`config.mk`:
```
export PLATFORM = sky130hd
export DESIGN_NAME = timer_alarm_sched_flat
export DESIGN_NICKNAME = d
export VERILOG_FILES = /design/src/rtl/timer_alarm_sched_pkg.sv /design/src/rtl/timer_alarm_sched_if.sv /design/src/rtl/timer_alarm_sched_rr_arbiter.sv /design/src/rtl/timer_alarm_sched.sv /design/src/flat_wrapper.sv
export SDC_FILE = /design/constraint.sdc
export NUM_CORES = 1
export LEC_CHECK = 0
export CAP_MARGIN = 20
export CORE_UTILIZATION = 55
export CTS_CLUSTER_SIZE = 25
export DETAILED_ROUTE_END_ITERATION = 6
export DONT_BUFFER_PORTS = 1
export GPL_ROUTABILITY_DRIVEN = 1
export PLACE_DENSITY = 0.7
export SYNTH_ARGS = -nofsm -noshare
export SYNTH_HDL_FRONTEND = slang
export SYNTH_SLANG_ARGS = --single-unit
```
`constraint.sdc`:
```
create_clock -name clk -period 7.4 [get_ports clk]
set_input_delay 1.48 -clock clk [delete_from_list [all_inputs] [get_ports clk]]
set_output_delay 1.48 -clock clk [all_outputs]
set_load 0.05 [all_outputs]
```
`src/rtl/timer_alarm_sched_pkg.sv`:
```
// Shared types and constants for the 100 us alarm scheduler.
// The periodic feature is enabled by defining TIMER_SCHED_PERIODIC_EN.
package timer_sched_pkg;

  typedef enum logic [1:0] {
    LATCH   = 2'd0,
    CAPTURE = 2'd1,
    GRANT   = 2'd2,
    SCAN    = 2'd3
  } sched_state_e;

  localparam int unsigned CW_DEF    = 16;
  localparam int unsigned DELAY_MIN = 1;
  localparam int unsigned DELAY_MAX = (1 << (CW_DEF - 1)) - 1;

endpackage

```
`src/rtl/timer_alarm_sched_if.sv`:
```
// Bundle of timer latch port and per-channel request/alarm signals.
// master = timer + requesters side, slave = the scheduler.
interface timer_alarm_sched_if #(
  parameter int NUM_CH = 4,
  parameter int CW     = 16
);
  logic                 timer_read;
  logic [CW-1:0]        timer_count;
  logic [NUM_CH-1:0]    req_valid;
  logic [NUM_CH*CW-1:0] req_delay;
  logic [NUM_CH-1:0]    req_periodic;
  logic [NUM_CH-1:0]    req_ready;
  logic [NUM_CH-1:0]    cancel;
  logic [NUM_CH-1:0]    armed;
  logic [NUM_CH-1:0]    expire;

  modport master (
    input  timer_read, req_ready, armed, expire,
    output timer_count, req_valid, req_delay, req_periodic, cancel
  );

  modport slave (
    output timer_read, req_ready, armed, expire,
    input  timer_count, req_valid, req_delay, req_periodic, cancel
  );
endinterface

```
`src/rtl/timer_alarm_sched_rr_arbiter.sv`:
```
// Round-robin arbiter: one-hot grant, search starts at the pointer,
// pointer moves to winner+1 only when a grant is issued.
module rr_arbiter #(
  parameter int N = 4
) (
  input  logic         clk,
  input  logic         reset,
  input  logic         en_i,
  input  logic [N-1:0] req_i,
  output logic [N-1:0] gnt_o
);
  localparam int PW = (N > 1) ? $clog2(N) : 1;

  logic [PW-1:0] ptr_q;
  logic [PW-1:0] ptr_d;
  logic [PW-1:0] cand_s;
  logic          found_s;
  logic          hit_s;

  // Pick the first requester at or after the pointer, wrapping once.
  always_comb begin
    gnt_o   = '0;
    ptr_d   = ptr_q;
    found_s = 1'b0;
    cand_s  = '0;
    hit_s   = 1'b0;
    for (int k = 0; k < N; k++) begin
      cand_s        = PW'((int'(ptr_q) + k) % N);
      hit_s         = en_i && !found_s && req_i[cand_s];
      gnt_o[cand_s] = hit_s;
      found_s       = found_s | hit_s;
      ptr_d         = hit_s ? ((cand_s == PW'(N - 1)) ? '0 : cand_s + 1'b1) : ptr_d;
    end
  end

  // Pointer register.
  always_ff @(posedge clk or negedge reset) begin
    if (!reset) begin
      ptr_q <= '0;
    end else begin
      ptr_q <= ptr_d;
    end
  end
endmodule

```
`src/rtl/timer_alarm_sched.sv`:
```
// Alarm scheduler sharing one latched tick counter among NUM_CH channels.
// Define TIMER_SCHED_PERIODIC_EN to enable periodic re-arming.
module timer_alarm_sched
  import timer_sched_pkg::*;
#(
  parameter int NUM_CH = 4,
  parameter int CW     = CW_DEF
) (
  input logic                clk,
  input logic                reset,
  timer_alarm_sched_if.slave bus
);
  localparam int IW = (NUM_CH > 1) ? $clog2(NUM_CH) : 1;
  localparam logic [CW-1:0] DMIN_C = CW'(DELAY_MIN);
  localparam logic [CW-1:0] DMAX_C = (CW == int'(CW_DEF)) ? CW'(DELAY_MAX)
                                                          : {1'b0, {(CW-1){1'b1}}};

  function automatic logic [CW-1:0] clamp_delay(input logic [CW-1:0] d);
    logic [CW-1:0] r;
    if (d[CW-1]) begin
      r = DMAX_C;
    end else if (d == '0) begin
      r = DMIN_C;
    end else begin
      r = d;
    end
    return r;
  endfunction

  sched_state_e      state_q;
  logic [IW-1:0]     idx_q;
  logic [CW-1:0]     now_q;
  logic              timer_read_q;
  logic [NUM_CH-1:0] req_ready_q;
  logic [NUM_CH-1:0] expire_q;
  logic [NUM_CH-1:0] armed_q;
  logic [NUM_CH-1:0] armed_d;
  logic [CW-1:0]     deadline_q [NUM_CH];
`ifdef TIMER_SCHED_PERIODIC_EN
  logic [CW-1:0]     period_q [NUM_CH];
  logic [NUM_CH-1:0] periodic_q;
`endif

  logic [NUM_CH-1:0] gnt_s;
  logic [CW-1:0]     delay_s [NUM_CH];
  logic [CW-1:0]     diff_s;
  logic              due_s;
  logic              periodic_sel_s;

  rr_arbiter #(.N(NUM_CH)) u_arb (
    .clk   (clk),
    .reset (reset),
    .en_i  (state_q == GRANT),
    .req_i (bus.req_valid & ~bus.cancel),
    .gnt_o (gnt_s)
  );

  // Clamped delays, scan compare and next armed vector (cancel wins last).
  always_comb begin
    for (int i = 0; i < NUM_CH; i++) begin
      delay_s[i] = clamp_delay(bus.req_delay[i*CW +: CW]);
    end
    diff_s = now_q - deadline_q[idx_q];
    due_s  = (state_q == SCAN) && armed_q[idx_q] && !diff_s[CW-1] && !bus.cancel[idx_q];
`ifdef TIMER_SCHED_PERIODIC_EN
    periodic_sel_s = periodic_q[idx_q];
`else
    periodic_sel_s = 1'b0;
`endif
    armed_d        = armed_q | gnt_s;
    armed_d[idx_q] = armed_d[idx_q] & ~(due_s & ~periodic_sel_s);
    armed_d        = armed_d & ~bus.cancel;
  end

  // Pass sequencer: LATCH -> CAPTURE -> GRANT -> SCAN x NUM_CH.
  always_ff @(posedge clk or negedge reset) begin
    if (!reset) begin
      state_q      <= LATCH;
      idx_q        <= '0;
      now_q        <= '0;
      timer_read_q <= 1'b0;
      req_ready_q  <= '0;
      expire_q     <= '0;
      armed_q      <= '0;
      for (int i = 0; i < NUM_CH; i++) begin
        deadline_q[i] <= '0;
`ifdef TIMER_SCHED_PERIODIC_EN
        period_q[i]   <= '0;
`endif
      end
`ifdef TIMER_SCHED_PERIODIC_EN
      periodic_q <= '0;
`endif
    end else begin
      timer_read_q <= 1'b0;
      req_ready_q  <= gnt_s;
      expire_q     <= '0;
      armed_q      <= armed_d;
      case (state_q)
        // Straight out of reset the strobe is raised one cycle late.
        LATCH: begin
          if (timer_read_q) begin
            state_q <= CAPTURE;
          end else begin
            timer_read_q <= 1'b1;
          end
        end
        CAPTURE: begin
          now_q   <= bus.timer_count;
          state_q <= GRANT;
        end
        GRANT: begin
          for (int i = 0; i < NUM_CH; i++) begin
            if (gnt_s[i]) begin
              deadline_q[i] <= now_q + delay_s[i];
`ifdef TIMER_SCHED_PERIODIC_EN
              period_q[i]   <= delay_s[i];
              periodic_q[i] <= bus.req_periodic[i];
`endif
            end
          end
          idx_q   <= '0;
          state_q <= SCAN;
        end
        SCAN: begin
          if (due_s) begin
            expire_q[idx_q] <= 1'b1;
`ifdef TIMER_SCHED_PERIODIC_EN
            if (periodic_q[idx_q]) begin
              deadline_q[idx_q] <= deadline_q[idx_q] + period_q[idx_q];
            end
`endif
          end
          if (idx_q == IW'(NUM_CH - 1)) begin
            state_q      <= LATCH;
            timer_read_q <= 1'b1;
          end else begin
            idx_q <= idx_q + 1'b1;
          end
        end
        default: begin
          state_q <= LATCH;
        end
      endcase
    end
  end

  assign bus.timer_read = timer_read_q;
  assign bus.req_ready  = req_ready_q;
  assign bus.expire     = expire_q;
  assign bus.armed      = armed_q;
endmodule

```
`src/flat_wrapper.sv`:
```
// flat-port wrapper written by rule: the top's interface ports become plain ports
module timer_alarm_sched_flat import timer_sched_pkg::*;
#(
  parameter int NUM_CH = 4,
  parameter int CW     = CW_DEF
)
  (clk, reset, bus_timer_read, bus_req_ready, bus_armed, bus_expire, bus_timer_count, bus_req_valid, bus_req_delay, bus_req_periodic, bus_cancel);
  timer_alarm_sched_if #(.NUM_CH(NUM_CH), .CW(CW)) bus_i ();
  input logic clk;
  input logic reset;
  output wire logic [$bits(bus_i.timer_read)-1:0] bus_timer_read;
  output wire logic [$bits(bus_i.req_ready)-1:0] bus_req_ready;
  output wire logic [$bits(bus_i.armed)-1:0] bus_armed;
  output wire logic [$bits(bus_i.expire)-1:0] bus_expire;
  input wire logic [$bits(bus_i.timer_count)-1:0] bus_timer_count;
  input wire logic [$bits(bus_i.req_valid)-1:0] bus_req_valid;
  input wire logic [$bits(bus_i.req_delay)-1:0] bus_req_delay;
  input wire logic [$bits(bus_i.req_periodic)-1:0] bus_req_periodic;
  input wire logic [$bits(bus_i.cancel)-1:0] bus_cancel;
  assign bus_timer_read = bus_i.timer_read;
  assign bus_req_ready = bus_i.req_ready;
  assign bus_armed = bus_i.armed;
  assign bus_expire = bus_i.expire;
  assign bus_i.timer_count = bus_timer_count;
  assign bus_i.req_valid = bus_req_valid;
  assign bus_i.req_delay = bus_req_delay;
  assign bus_i.req_periodic = bus_req_periodic;
  assign bus_i.cancel = bus_cancel;
  timer_alarm_sched #(.NUM_CH(NUM_CH), .CW(CW)) u_core (.clk(clk), .reset(reset), .bus(bus_i));
endmodule
```
Word level (Yosys, flattened, before mapping)
Index checks and enable logic that the tools add are counted.
Cells by class
  $add $sub $neg: 13
  reductions and logical operators: 33
  multiplexer cells: 57
  equal/unequal tests: 11
  order comparisons: 11
  bitwise operators: 10
Operators by type and width (count)
  2-to-1 mux 16 bit: 5
  2-to-1 mux 15 bit: 5
  adder 16 bit: 4
  zero test 16 bit: 4
  binary-select mux 16 bit (select 2 bit): 1
  2-to-1 mux 2 bit: 11
  bitwise mux 4 bit: 4
  subtractor 16 bit: 1
  logical AND 1 bit: 15
  < comparator 2 x 3 -> 1 bit (second input constant): 5
  binary-select mux 1 bit (select 2 bit): 7
  == test 2 bit (second input constant): 7
  2-to-1 mux 1 bit: 14
  adder 2 x 1 -> 2 bit (second input constant): 6
  bitwise AND 4 bit: 3
  AND reduction 2 bit: 6
  demux 1 bit (select 2 bit): 5
  >= comparator 2 x 1 -> 1 bit (second input constant): 5
  2-to-1 mux 4 bit: 2
  one-hot mux 2 bit (4 select lines): 1
  zero test 1 bit: 5
  adder 2 bit (second input constant): 2
  != test 2 bit (second input constant): 2
  NOT 4 bit: 1
  other kinds (13): 14
Storage, ports and cells
  input port bits: 94
  register bits after elaboration: 99
  output and inout port bits: 13

Longest topological paths before layout
  depth in word-level cells: 23
  mapped depth: 13
  gate-level depth less buffers: 13

Cells and area by module
A second synthesis with hierarchy kept.
Unflattened totals
  cells, all modules: 933
  area total of the unflattened synthesis: 8498.2 um2
By module, submodules not included
  timer_alarm_sched: cells each 859, area an instance 7800.0 um2, instances 1, seq. area each 2427.3 um2
  rr_arbiter: cells each 74, area an instance 698.2 um2, instances 1, seq. area each 50.0 um2

Least setup slack after synthesis
OpenSTA, ideal clock, no wires.
  path type: in2reg
  start point: input bus_req_delay[47]
  end point: register u_core.deadline_q[31] in the netlist's numbering
  path buffers: 1
  library setup time: 0.095 ns
  arrival: 4.078 ns
  stages on the path: 10
  setup slack: 3.226 ns
  required time: 7.305 ns
  cell sequence: clkbuf_1 -> or2_2 -> ha_1 -> a211oi_1 -> o21ai_0 -> a2111oi_0 -> nor4_1 -> o311a_1 -> o21a_1 -> o31ai_1
Between the ends
  word-level cells in the longest chain between the ends: 4
Ends and longest elaborated chain
  from (decl): RTL line flat_wrapper.sv:17  | input wire logic [$bits(bus_i.req_delay)-1:0] bus_req_delay;
  zero test 16 bit: RTL line timer_alarm_sched.sv:22  | end else if (d == '0) begin
  2-to-1 mux 15 bit: RTL line timer_alarm_sched.sv:22
  2-to-1 mux 16 bit (*): RTL line timer_alarm_sched.sv:20  | if (d[CW-1]) begin
  adder 16 bit (*): RTL line timer_alarm_sched.sv:115  | deadline_q[i] <= now_q + delay_s[i];
  to (signal, indexed assignment): RTL line timer_alarm_sched.sv:115
  to (decl): RTL line timer_alarm_sched.sv:38  | logic [CW-1:0] deadline_q [NUM_CH];
Mark *: on every way between the ends. The rest lies on a longest branch, timed or not.
A chain may end at the register's enable or synchronous reset.

Worst setup path after layout
  start point: input bus_req_valid[1]
  end point: register u_core.deadline_q[48] in the netlist's numbering
Between the ends
  word-level cells in the longest chain between the ends: 17
Ends and longest elaborated chain
  from (decl): RTL line flat_wrapper.sv:16  | input wire logic [$bits(bus_i.req_valid)-1:0] bus_req_valid;
  bitwise AND 4 bit (*): RTL line timer_alarm_sched.sv:54  | .req_i (bus.req_valid & ~bus.cancel),
  binary-select mux 1 bit (select 2 bit): RTL line timer_alarm_sched_rr_arbiter.sv:29  | hit_s = en_i && !found_s && req_i[cand_s];
  2-to-1 mux 1 bit (not written as such): RTL line timer_alarm_sched_rr_arbiter.sv:29
  logical AND 1 bit: RTL line timer_alarm_sched_rr_arbiter.sv:29
  zero test 1 bit: RTL line timer_alarm_sched_rr_arbiter.sv:29
  logical AND 1 bit (2 in a row): RTL line timer_alarm_sched_rr_arbiter.sv:29
  OR 1 bit: RTL line timer_alarm_sched_rr_arbiter.sv:31  | found_s = found_s | hit_s;
  zero test 1 bit: RTL line timer_alarm_sched_rr_arbiter.sv:29
  logical AND 1 bit (2 in a row): RTL line timer_alarm_sched_rr_arbiter.sv:29
  OR 1 bit: RTL line timer_alarm_sched_rr_arbiter.sv:31
  zero test 1 bit: RTL line timer_alarm_sched_rr_arbiter.sv:29
  logical AND 1 bit (2 in a row): RTL line timer_alarm_sched_rr_arbiter.sv:29
  bitwise mux 4 bit (*): RTL line timer_alarm_sched_rr_arbiter.sv:30  | gnt_o[cand_s] = hit_s;
  via u_core.gnt_s[0]: RTL line timer_alarm_sched.sv:44  | logic [NUM_CH-1:0] gnt_s;
  AND reduction 2 bit (no source line) (*)
The timed path passes the listed nets; every way through them passes the cells marked *. The select of a mux whose other input is x is not followed.

==> flow_metrics.env <==
export IMPL_synth_xor_area_share_pct=4.11
export IMPL_cts_reportedPaths_clkPinSlew_ns=0.07
export IMPL_synth_seq_cells=99
export IMPL_numCtsBuffers=9
export IMPL_start_util_pct=56.7
export IMPL_setup_viol=0
export IMPL_ys_warn_count=0
export IMPL_cp_num_buf_inv=2
export IMPL_dpl_hpwl_um=16400
export IMPL_fp_dieW_um=125
export IMPL_tightest_slew_ns=0.917
export IMPL_fin_crit_sh_pct=56.4
export IMPL_grt_use_total_pct=28.1
export IMPL_die_area_um2=15600
export IMPL_post_place_cells=1096
export IMPL_cts_hold_buf=0
export IMPL_p_total_uw=2200
export IMPL_end_kind="flop"
export IMPL_grt_max_degree=100
export IMPL_vias_per_cell=6.33
export IMPL_io_pins=107
export IMPL_synth_adder_area_share_pct=14.1
export IMPL_netlist_area_leader_share_pct=29.8
export IMPL_routed_wl_um=20900
export IMPL_synth_area_um2=8300
export IMPL_crit_fanout=31
export IMPL_ys_top_cells_by_area="dfrtp_1 (30%), ha_1 (13%), mux4_2 (5.2%)"
export IMPL_synth_ff_type="dfrtp_1"
export IMPL_synth_async_sr_flop_share_pct=100
export IMPL_post_cts_buffers=0
export IMPL_die_y_um=125
export IMPL_run_status="finished with violations"
export IMPL_synth_nets=1118
export IMPL_synth_simple_area_share_pct=20.8
export IMPL_cts_resized=0
export IMPL_fin_crit_ns=4.17
export IMPL_grt_first_pass_wirelength_um=34000
export IMPL_synth_compound_gate_area_share_pct=19.4
export IMPL_area_delta_synth_final_pct=5.73
export IMPL_vias=7044
export IMPL_max_freq_ghz=0.240
export IMPL_rsz0062_at_grt="false"
export IMPL_synth_avg_cell_area_um2=8.90
export IMPL_synth_top_family_by_area="simple AND/OR/NAND/NOR gates"
export IMPL_powerDensity_nw_per_um2=251
export IMPL_synthMuxAreaShare_pct=8.18
export IMPL_relSlewSlack_pct=37.3
export IMPL_clockBufferDepth=2
export IMPL_globalplace_congestion=0.915
export IMPL_hold_violations=0
export IMPL_drt_iter0_markers=513
export IMPL_gr_total_overflow=0
export IMPL_synthCells=933
export IMPL_slew_viol_final=0
export IMPL_fp_row_count=44
export IMPL_cp_slowest_stage_delay_ns=0.69
export IMPL_drc=16
export IMPL_crit_slowest_cell="mux4_1"
export IMPL_finalWorstSetupSlack_ns=3.23
export IMPL_cts_tree="done"
export IMPL_pre_cts_slack_ns=2.79
export IMPL_ys_seq_area_share_pct=29.8
export IMPL_setup_tns_ns=0
export IMPL_clock_latency_ns=0.36
export IMPL_cp_top_family="simple AND/OR/NAND/NOR gates"
export IMPL_clock_skew_ns=0.00979
export IMPL_arrival_ns=4.42
export IMPL_wire_per_inst_um=18.8
export IMPL_cts_sinks=99
export IMPL_antenna_cells=0
export IMPL_hp_class="flop to flop"
export IMPL_cp_start_kind="input pin"
export IMPL_grt_pass1_vias=6556
export IMPL_clockRootBuffer="clkbuf_16"
export IMPL_cp_required_ns=7.64
export IMPL_drive_gt1_share_pct=13.9
export IMPL_peakVddDrop_mv=0.139
export IMPL_detail_route_antenna_nets=0
export IMPL_synth_top_cells_by_count="dfrtp_1 (99), ha_1 (87), nand2_1 (87), o21ai_0 (74), or2_2 (63)"
export IMPL_portBuffers=0
export IMPL_violations="design-rule violations"
export IMPL_first_pass_iters=7
export IMPL_critPathKind="input pin to flop"
export IMPL_fin_nets=1108
export IMPL_synth_edf_count=0
export IMPL_antenna_found_initial=0
export IMPL_crit_path_cell_trace="nor2b_1 -> mux4_1 -> or4b_4 -> or3_1 -> and3_1 -> buf_4 -> inv_1 -> mux2_2"
export IMPL_max_cap_violations=0
export IMPL_coreArea_um2=14600
export IMPL_cts_htree_levels=3
export IMPL_yosysMostFrequentCell="dfrtp_1"
export IMPL_power_leakage_uw=0.00384
export IMPL_ys_types=60
export IMPL_yosysTopAreaCell="dfrtp_1"
export IMPL_instances_no_fill=1112
-- tightest hold or removal path, delay by kind of cell (launching register included) --
family             cells  cell delay (ns)
DFF                    1             0.35
AOI/OAI and AO/OA      1             0.06
and+or+nand+nor        1             0.05
-- cell type report --
class,instances,area (um^2)
clock inverter,7,83.8
fill,1332,5870
clock buffer,9,225
timing repair buffer,5,37.5
multi-input combinational,755,5530
inverter,53,199
sequential,99,2480
tap,184,230
-- cell families after synthesis --
kind of cell | after synthesis
simple gates | 336
buf+inv | 79
flops | 99
compound gates | 249
mux | 40
xor+xnor | 39
fa+ha+maj | 91
-- per-stage QoR --
step | instance area [um^2] | hold slack [ns] | util (%)
after floorplan | 8300 | 0.434 | -
after global placement | 8470 | 0.457 | 57.8
after detailed placement | 8470 | 0.474 | 57.8
after CTS | 8780 | 0.491 | 59.9
after global routing | 8780 | 0.510 | 59.9
final | 8780 | 0.487 | 59.9
-- registers in the layout (all words and copies together) (netlist names) --
signal                 count
u_core.bus.req_ready       4
u_core.deadline_q         64
u_core.state_q             2
u_core.now_q              16
u_core.bus.armed           4
u_core.bus.timer_read      1
u_core.bus.expire          4
u_core.idx_q               2
u_core.u_arb.ptr_q         2
-- report_power, final --
part,total (uW),leakage (uW),switching (uW),internal [uW]
logic,789,0.00247,415,374
clock network,498,0.000149,229,268
registers,916,0.00122,192,724
total,2200,0.00384,837,1370
-- worst paths after layout --
path,start,slack (ns),end,cells after the start
hold reg to reg,u_core.deadline_q[9],0.49,u_core.deadline_q[9],2
max in group asynchronous,reset,6.43,u_core.now_q[8],0
setup reg to reg,u_core.u_arb.ptr_q[0],3.47,u_core.deadline_q[48],9
hold / removal,u_core.deadline_q[9],0.49,u_core.deadline_q[9],2
setup / recovery,bus_req_valid[1],3.23,u_core.deadline_q[48],8
min in group asynchronous,reset,0.81,u_core.deadline_q[49],0
-- cells in the final DEF, fill, tap and decap left out, types with 9 or more instances in the layout --
cell | synthesis | final
dfrtp_1 | 99 | 99
nand2_1 | 87 | 87
ha_1 | 87 | 87
o21ai_0 | 74 | 74
or2_2 | 63 | 63
a21oi_1 | 54 | 54
nor2_1 | 53 | 53
inv_1 | 51 | 51
nor3_1 | 25 | 25
xor2_1 | 24 | 24
nand3_1 | 21 | 21
mux2_2 | 20 | 20
mux4_2 | 19 | 19
nor4_1 | 18 | 18
a21o_1 | 17 | 17
o31ai_1 | 15 | 15
xnor2_1 | 15 | 15
nand2b_1 | 13 | 13
nor2b_1 | 12 | 12
a211oi_1 | 12 | 12
o21a_1 | 11 | 11
or3_1 | 11 | 11
nand4_1 | 10 | 10
clkbuf_16 | 0 | 9
-- layer usage --
metal | GRT usage (%) | vias up | share of wire (%)
li1 | - | 3426 | -
met1 | 43.4 | 3361 | 50
met2 | 40.7 | 242 | 42
met3 | 3.99 | 15 | 6.8
met4 | 7.96 | 0 | 1.5
met5 | 0 | - | 0
No activity file was read; power rests on OpenSTA's default activity.
